--- config.mk ---
export PLATFORM = sky130hd
export DESIGN_NAME = stage_sequencer
export DESIGN_NICKNAME = d
export VERILOG_FILES = /design/src/rtl/stage_sequencer_pkg.sv /design/src/rtl/stage_sequencer_perf_counter.sv /design/src/rtl/stage_sequencer.sv
export SDC_FILE = /design/constraint.sdc
export NUM_CORES = 1
export LEC_CHECK = 0
export ABC_CLOCK_PERIOD_IN_PS = 3200
export BUFFER_PORTS_ARGS = -buffer_cell sky130_fd_sc_hd__buf_2
export CAP_MARGIN = 20
export CORE_ASPECT_RATIO = 1.5
export CORE_MARGIN = 5
export CORE_UTILIZATION = 42
export DETAILED_ROUTE_END_ITERATION = 7
export PLACE_DENSITY = 0.73
export RECOVER_POWER = 25
export SYNTH_ARGS = -nofsm -noshare
export SYNTH_HDL_FRONTEND = slang
export SYNTH_SLANG_ARGS = --single-unit
--- constraint.sdc ---
create_clock -name clk -period 3.2 [get_ports clk]
set_clock_uncertainty 0.05 [all_clocks]
set_input_delay 0.64 -clock clk [delete_from_list [all_inputs] [get_ports clk]]
set_output_delay 0.64 -clock clk [all_outputs]
set_load 0.05 [all_outputs]
--- src/rtl/stage_sequencer_pkg.sv ---
// ============================================================================
// Module   : stage_sequencer_pkg
// Purpose  : Shared state encoding and default parameters for the sequencer.
// Revision : 1.0 - initial release
// ============================================================================
`default_nettype none

package stage_sequencer_pkg;

    localparam int c_num_stages_dflt         = 5;
    localparam int c_mem_stage_dflt          = 3;
    localparam int c_reset_clear_cycles_dflt = 2;
    localparam int c_counter_width_dflt      = 32;

    localparam logic [1:0] c_st_clear    = 2'd0;
    localparam logic [1:0] c_st_run      = 2'd1;
    localparam logic [1:0] c_st_mem_wait = 2'd2;
    localparam logic [1:0] c_st_halt     = 2'd3;

    typedef enum logic [1:0] {
        ST_CLEAR    = c_st_clear,
        ST_RUN      = c_st_run,
        ST_MEM_WAIT = c_st_mem_wait,
        ST_HALT     = c_st_halt
    } state_e;

endpackage

`default_nettype wire

--- src/rtl/stage_sequencer_perf_counter.sv ---
// ============================================================================
// Module   : perf_counter
// Purpose  : Free-running event counter with enable, synchronous clear, wrap.
// Revision : 1.0 - initial release
// ============================================================================
`default_nettype none

module perf_counter #(
    parameter int WIDTH = 32
) (
    input  logic             clk,
    input  logic             i_clear,
    input  logic             i_enable,
    output logic [WIDTH-1:0] o_count
);

    localparam logic [WIDTH-1:0] c_one = WIDTH'(1);

    logic [WIDTH-1:0] r_count;

    always_ff @(posedge clk) begin
        if (i_clear) begin
            r_count <= '0;
        end else if (i_enable) begin
            r_count <= r_count + c_one;
        end
    end

    assign o_count = r_count;

endmodule

`default_nettype wire

--- src/rtl/stage_sequencer.sv ---
// ============================================================================
// Module   : stage_sequencer
// Purpose  : Multi-cycle pipeline stage sequencer with RAM stall, halt/step.
// Revision : 1.0 - initial release
// ============================================================================
`default_nettype none

module stage_sequencer
    import stage_sequencer_pkg::*;
#(
    parameter int NUM_STAGES         = c_num_stages_dflt,
    parameter int MEM_STAGE          = c_mem_stage_dflt,
    parameter int RESET_CLEAR_CYCLES = c_reset_clear_cycles_dflt,
    parameter int COUNTER_WIDTH      = c_counter_width_dflt
) (
    input  logic                          clk,
    input  logic                          reset,
    input  logic                          halt_req,
    input  logic                          single_step_mode,
    input  logic                          step,
    input  logic                          mem_access,
    input  logic                          mem_ready,
    output logic [NUM_STAGES-1:0]         stage_wren,
    output logic                          ram_wren,
    output logic                          reg_wren,
    output logic                          state_reset,
    output logic                          halted,
    output logic [$clog2(NUM_STAGES)-1:0] current_stage,
    output logic [COUNTER_WIDTH-1:0]      cycle_count,
    output logic [COUNTER_WIDTH-1:0]      retired_count
);

    localparam int                    c_stage_w   = $clog2(NUM_STAGES);
    localparam logic [c_stage_w-1:0] c_stage_one = c_stage_w'(1);
    localparam logic [c_stage_w-1:0] c_mem_idx   = c_stage_w'(MEM_STAGE);
    localparam logic [c_stage_w-1:0] c_last_idx  = c_stage_w'(NUM_STAGES - 1);
    localparam logic [3:0]           c_clr_last  = 4'(RESET_CLEAR_CYCLES - 1);

    state_e                r_state;
    logic [3:0]            r_clr_cnt;
    logic [c_stage_w-1:0]  r_stage;
    logic                  r_halt_pend;

    logic                  w_mem_stall;
    logic                  w_fire;
    logic                  w_stop;
    logic [NUM_STAGES-1:0] w_onehot;

    assign w_mem_stall = (r_stage == c_mem_idx) && mem_access && !mem_ready;

    // A strobe fires on every productive cycle; reset suppresses it at once so
    // an aborted instruction never writes RAM or the register file.
    assign w_fire = !reset &&
                    (((r_state == ST_RUN) && !w_mem_stall) ||
                     ((r_state == ST_MEM_WAIT) && mem_ready));

    // halt_req may arrive mid-instruction; the pending flag carries it to the boundary.
    assign w_stop = halt_req || single_step_mode || r_halt_pend;

    always_comb begin
        w_onehot = '0;
        for (int i = 0; i < NUM_STAGES; i++) begin
            w_onehot[i] = (r_stage == c_stage_w'(i));
        end
    end

    always_ff @(posedge clk) begin
        if (reset) begin
            r_state     <= ST_CLEAR;
            r_clr_cnt   <= '0;
            r_stage     <= '0;
            r_halt_pend <= 1'b0;
        end else begin
            case (r_state)
                ST_CLEAR: begin
                    r_stage <= '0;
                    if (r_clr_cnt == c_clr_last) begin
                        r_state   <= ST_RUN;
                        r_clr_cnt <= '0;
                    end else begin
                        r_clr_cnt <= r_clr_cnt + 4'd1;
                    end
                end
                ST_RUN: begin
                    if (w_mem_stall) begin
                        r_state     <= ST_MEM_WAIT;
                        r_halt_pend <= r_halt_pend | halt_req;
                    end else if (r_stage == c_last_idx) begin
                        r_stage     <= '0;
                        r_halt_pend <= 1'b0;
                        if (w_stop) begin
                            r_state <= ST_HALT;
                        end
                    end else begin
                        r_stage     <= r_stage + c_stage_one;
                        r_halt_pend <= r_halt_pend | halt_req;
                    end
                end
                ST_MEM_WAIT: begin
                    r_halt_pend <= r_halt_pend | halt_req;
                    if (mem_ready) begin
                        r_state <= ST_RUN;
                        r_stage <= r_stage + c_stage_one;
                    end
                end
                ST_HALT: begin
                    r_stage <= '0;
                    if (step || (!halt_req && !single_step_mode)) begin
                        r_state <= ST_RUN;
                    end
                end
                default: begin
                    r_state <= ST_CLEAR;
                end
            endcase
        end
    end

    assign stage_wren    = w_fire ? w_onehot : '0;
    assign ram_wren      = w_fire && (r_stage == c_mem_idx);
    assign reg_wren      = w_fire && (r_stage == c_last_idx);
    assign state_reset   = reset || (r_state == ST_CLEAR);
    assign halted        = !reset && (r_state == ST_HALT);
    assign current_stage = r_stage;

    perf_counter #(
        .WIDTH (COUNTER_WIDTH)
    ) u_cycle_cnt (
        .clk      (clk),
        .i_clear  (reset),
        .i_enable ((r_state == ST_RUN) || (r_state == ST_MEM_WAIT)),
        .o_count  (cycle_count)
    );

    perf_counter #(
        .WIDTH (COUNTER_WIDTH)
    ) u_retired_cnt (
        .clk      (clk),
        .i_clear  (reset),
        .i_enable (reg_wren),
        .o_count  (retired_count)
    );

endmodule

`default_nettype wire

== After elaboration in Yosys (flattened, before gate mapping) ==
Cells that the tools add are included.

* Add/sub/neg operators: 4
* Equality and inequality tests: 14
* Multiplexer cells: 16
* Bitwise operators: 1
* Reductions and logical operators: 26

{| class="wikitable"
|+ Operators with widths
! cell !! count
|-
| adder 32 x 1 -> 32 bit, second input constant || 2
|-
| two-way mux 2 bit || 6
|-
| logical AND 1 bit || 9
|-
| two-way mux 3 bit || 3
|-
| one-hot mux 3 bit (3 select lines) || 1
|-
| inequality test 2 bit, second input constant || 4
|-
| one-hot mux 2 bit (4 select lines) || 1
|-
| == test 3 x 2 -> 1 bit, second input constant || 2
|-
| logical OR 1 bit || 6
|-
| inequality test 3 bit, second input constant || 2
|-
| logical NOT 1 bit || 5
|-
| two-way mux 5 bit || 1
|-
| AND reduction 5 bit || 1
|-
| adder 4 x 1 -> 4 bit, second input constant || 1
|-
| == test 2 bit, second input constant || 2
|-
| == test 4 x 1 -> 1 bit, second input constant || 1
|-
| two-way mux 4 bit || 1
|-
| adder 3 x 1 -> 3 bit, second input constant || 1
|-
| == test 3 x 1 -> 1 bit, second input constant || 1
|-
| == test 3 bit, second input constant || 1
|-
| logical NOT 3 bit || 1
|-
| == test 2 x 1 -> 1 bit, second input constant || 1
|-
| logical NOT 2 bit || 1
|-
| two-way mux 1 bit || 2
|-
| 5 further kinds || 5
|}

* Register bits: 74
* Input port bits: 7
* Output and inout bits: 76
* Word-level logic and storage cells: 67

== Depth between registers and ports, before layout ==
* Depth in word-level cells: 8
* Mapped depth: 9
* Mapped depth without buffers: 7

== By module ==
A second synthesis with hierarchy kept.

* Cell total of the unflattened synthesis: 445
* Area, all modules: 3,813.7 sq um

{| class="wikitable"
|+ Modules (own cells, without submodules)
! module !! instances !! cells each !! area each (sq um) !! sequential area each (sq um)
|-
| perf_counter || 2 || 181 || 1,564.0 || 640.6
|-
| stage_sequencer || 1 || 83 || 685.7 || 200.2
|}

== Worst setup path before layout ==
No wires, ideal clock.

* Path type: register to output
* Start point: register r_stage[2], in the netlist current_stage[2]
* End point: output port stage_wren[3]
* Data arrival time: 3.224 ns
* Data required time: 2.510 ns
* Setup slack: -0.714 ns
* Stages on the path, launching flop included: 8
* Path buffers: 2
* Cells stage by stage: dfxtp_1 -> inv_1 -> ha_1 -> and3b_1 -> buf_6 -> or2_2 -> nor3b_1 -> buf_4

* Cells in the longest elaborated chain, start to end: 8

{| class="wikitable"
|+ Ends and longest elaborated chain
! what !! RTL line !! source
|-
| start, declared || stage_sequencer.sv:41 || <nowiki>logic [c_stage_w-1:0] r_stage;</nowiki>
|-
| start signal, assigned || stage_sequencer.sv:95 || <nowiki>r_stage <= r_stage + c_stage_one;</nowiki>
|-
| start signal, assigned || stage_sequencer.sv:103 || <nowiki>r_stage <= r_stage + c_stage_one;</nowiki>
|-
| == test 3 x 2 -> 1 bit (*) || stage_sequencer.sv:49, stage_sequencer.sv:63 ||
|-
| logical AND 1 bit (2 in series) || stage_sequencer.sv:49 || <nowiki>assign w_mem_stall = (r_stage == c_mem_idx) && mem_access && !mem_ready;</nowiki>
|-
| logical NOT 1 bit || stage_sequencer.sv:54 || <nowiki>(((r_state == ST_RUN) && !w_mem_stall) ||</nowiki>
|-
| logical AND 1 bit || stage_sequencer.sv:54 ||
|-
| logical OR 1 bit || stage_sequencer.sv:54 ||
|-
| logical AND 1 bit || stage_sequencer.sv:53 || <nowiki>assign w_fire = !reset &&</nowiki>
|-
| two-way mux 5 bit (*) || stage_sequencer.sv:119 || <nowiki>assign stage_wren = w_fire ? w_onehot : '0;</nowiki>
|-
| end, declared || stage_sequencer.sv:23 || <nowiki>output logic [NUM_STAGES-1:0] stage_wren,</nowiki>
|}

Every way passes the cells marked *; elsewhere a longest branch is shown, timed or not.

== Worst setup path after layout ==
* Start point: register r_stage[0], in the netlist current_stage[0]
* End point: output port stage_wren[1]

* Cells in the longest elaborated chain, start to end: 8
* Elaborated cells between the ends (all ways): 9
* Classes of those cells: eq/ne (2); mux (1); reduce/logical (6)

{| class="wikitable"
|+ Ends and longest elaborated chain
! what !! RTL line
|-
| == test 3 x 2 -> 1 bit || stage_sequencer.sv:49
|-
| logical AND 1 bit (2 in series) || stage_sequencer.sv:49
|-
| logical NOT 1 bit || stage_sequencer.sv:54
|-
| logical AND 1 bit || stage_sequencer.sv:54
|-
| logical OR 1 bit || stage_sequencer.sv:54
|-
| logical AND 1 bit || stage_sequencer.sv:53
|-
| two-way mux 5 bit (*) || stage_sequencer.sv:119
|}

Marked as above.

==> flow_summary.ini <==
[sta]
worst_slack_ns = 0.1807
period_needed_ns = 3.019
period_share_pct = 94.35
fin_tns_setup_ns = 0
finalSetupViolCount = 0
hold_ws_ns = 0.4421
worstMarginPinSlew_ns = 1.036
drv_slew = 0
fmax_mhz = 331.2
report.final.hold_viol_count = 0
maxSlewHeadroom_pct = 30.93
rsz0062_at_grt = no

[clocking]
postCtsHoldBufs = 0
post_cts_buffers = 0
cts_resized = 0
path_clk_slew_ns = 0.06
cts_sinks = 74
clock_latency_ns = 0.33
cts_tree = done
clockRootBuffer = clkbuf_16
cts_buffers = 9
clockBufferDepth = 2
htree_levels = 3

[drt]
ant_nets = 0
drt_iter0_drc = 143
dr.pass1.iters = 4
vias_per_cell = 5.364
wl_per_cell_um = 14.61
vias = 3283
drt_wl_total_mm = 8.941
drcViolationCount = 0

[worst_hold_path]
hold_path.class = reg2reg
whs_path_depth = 2
min_to = u_retired_cnt.o_count[31]$_SDFFE_PP0P_
min-delay-start = u_retired_cnt.o_count[31]$_SDFFE_PP0P_

[worst_setup_path]
worst_path_most_repeated_cell = ha_1
cp-start-kind = flop
startpoint = current_stage[0]$_SDFFE_PP0P_
path_cells = ha_1 -> ha_1 -> and3b_1 -> or2_2 -> nor3_1 -> and2_1 -> buf_2
critPathRequiredTime_ns = 2.51
critPathArrivalTime_ns = 2.33
critPathKind = reg2out
reg2reg_slack_ns = 0.47
reg2reg_from = current_stage[0]$_SDFFE_PP0P_
crit_fanout = 6
rr_worst_depth = 8
end_kind = output port
r2r-end = u_retired_cnt.o_count[29]$_SDFFE_PP0P_
max_stage_delay_ns = 0.36
cp_slowest_cell = dfxtp_1

[global_route]
grt_usage_pct = 17.00
antenna_found_initial = 0
grt_pass1_vias = 3205
grt_start_max_net_pins = 55
overflow = 0
grt_pass1_wl_mm = 15.00

[placement]
place_ws_ns = 0.4907
portBuffers = 82
dp_hpwl_mm = 6.695
place_congestion = 0.8090

[layout]
utilization_pct = 52.46
area_growth_pct = 21.42
final_layout_size_suffix_gt1_share_pct = 18.22
antenna_cells = 0
num-nets-final = 518

[die]
die_x_um = 86.19
rows = 41
core_area_um2 = 8464
initial_core_util_pct = 43.21
fp.dieArea_um2 = 10710
die_y_um = 124.3
ios = 83

[synth]
synth_seq_cells = 74
synthArstFlopShare_pct = 0
synth_edf_count = 0
yosysWarnings = 0
avgSynthCellArea_um2 = 8.729
syn_area_um2 = 3657
synth_ff_type = dfxtp_1
ys_types = 50
synth_nets = 437
netlist_instances = 419
yosysSeqAreaShare_pct = 40.51

[power]
cellLeakagePower_nw = 1.735
powerDensity_nw_per_um2 = 541.5
p_total_mw = 2.404
peakVddDrop_mv = 0.2947

[run_status]
outcome = complete, no violations

[job]
maxCapViolCount = 0
worst max path at each step:
| stage | endpoint | slack [ns] |
|---|---|---|
| floorplan | stage_wren[3] | 0.04 |
| global placement | stage_wren[0] | 0.53 |
| detailed placement | stage_wren[1] | 0.49 |
| CTS | stage_wren[1] | 0.12 |
| global route | stage_wren[1] | 0.02 |
| finish | stage_wren[1] | 0.18 |
power by group:
group	total (mW)	switching [mW]	leakage, nW	internal (mW)
clock network	1.05	0.373	0.153	0.681
registers	0.987	0.0355	0.597	0.952
logic	0.363	0.241	0.985	0.122
cell type report:
cell class / instances / area, um2
Multi-Input combinational cell: 319 / 2071
Sequential cell: 74 / 1481
Inverter: 8 / 30.03
Tap cell: 107 / 133.9
Timing Repair Buffer: 88 / 412.9
Clock buffer: 11 / 232.7
Clock inverter: 5 / 78.83
Fill cell: 792 / 4024
synthesized netlist by cell type (8+ instances only):
cell type,n,area share (%)
xnor2_1,13,3.1
nand4_1,25,4.3
ha_1,11,3.8
clkbuf_1,9,0.92
o21ai_0,14,1.9
a21oi_1,21,2.9
or3_1,11,1.9
nand3_1,18,2.5
inv_1,8,0.82
nand2_1,26,2.7
nor3_1,8,1.1
nor2_1,63,6.5
xor2_1,33,7.9
dfxtp_1,74,41
and3_1,10,1.7
flip-flops by register name (all words and copies together), names as in the netlist:
register / flops
u_retired_cnt.o_count: 32
r_halt_pend: 1
current_stage: 3
u_cycle_cnt.o_count: 32
r_clr_cnt: 4
r_state: 2
per-layer routing:
metal	routed length [um]	track usage, %	vias up
met5	0	0	-
met4	129	5.963	0
met3	563	4.633	12
met2	4627	29.99	79
met1	3621	19.24	1552
li1	-	-	1640
stage by stage:
step                      instances  area, um2
after global placement          596       4172
final                           612       4441
after CTS                       612       4483
after global routing            612       4441
after detailed placement        596       4172
after floorplan                 419       3669
cell families after synthesis:
family          after synthesis  synth area share, %
flops                        74                40.51
fa+ha+maj                    11                3.763
buf+inv                      26                3.353
simple gates                211                32.91
compound gates               48                7.561
xor+xnor                     46                11.02
mux                           3               0.8895
worst max-delay path, delay by kind of cell (launching register included):
family / cells / cell delay, ns
AND/OR/NAND/NOR: 4 / 0.95
adder cells (fa/ha/maj): 2 / 0.43
buffers and inverters: 1 / 0.25
flip-flops: 1 / 0.36
placed cells by master (no fill, tap or decap), types with 3 or more instances in the layout:
master | Yosys | routed
a21oi_1 | 21 | 21
and2_1 | 5 | 5
and3_1 | 10 | 10
and4_1 | 6 | 6
buf_2 | 2 | 50
buf_4 | 2 | 5
clkbuf_1 | 9 | 34
clkbuf_16 | 0 | 9
dfxtp_1 | 74 | 74
ha_1 | 11 | 11
inv_1 | 8 | 8
nand2_1 | 26 | 26
nand3_1 | 18 | 18
nand4_1 | 25 | 25
nor2_1 | 63 | 63
nor2b_1 | 5 | 5
nor3_1 | 8 | 8
nor4_4 | 4 | 4
o21ai_0 | 14 | 14
o31ai_1 | 6 | 6
or2_2 | 3 | 3
or3_1 | 11 | 11
or4_1 | 5 | 5
xnor2_1 | 13 | 13
xor2_1 | 33 | 33
(Power assumes the default switching activity.)
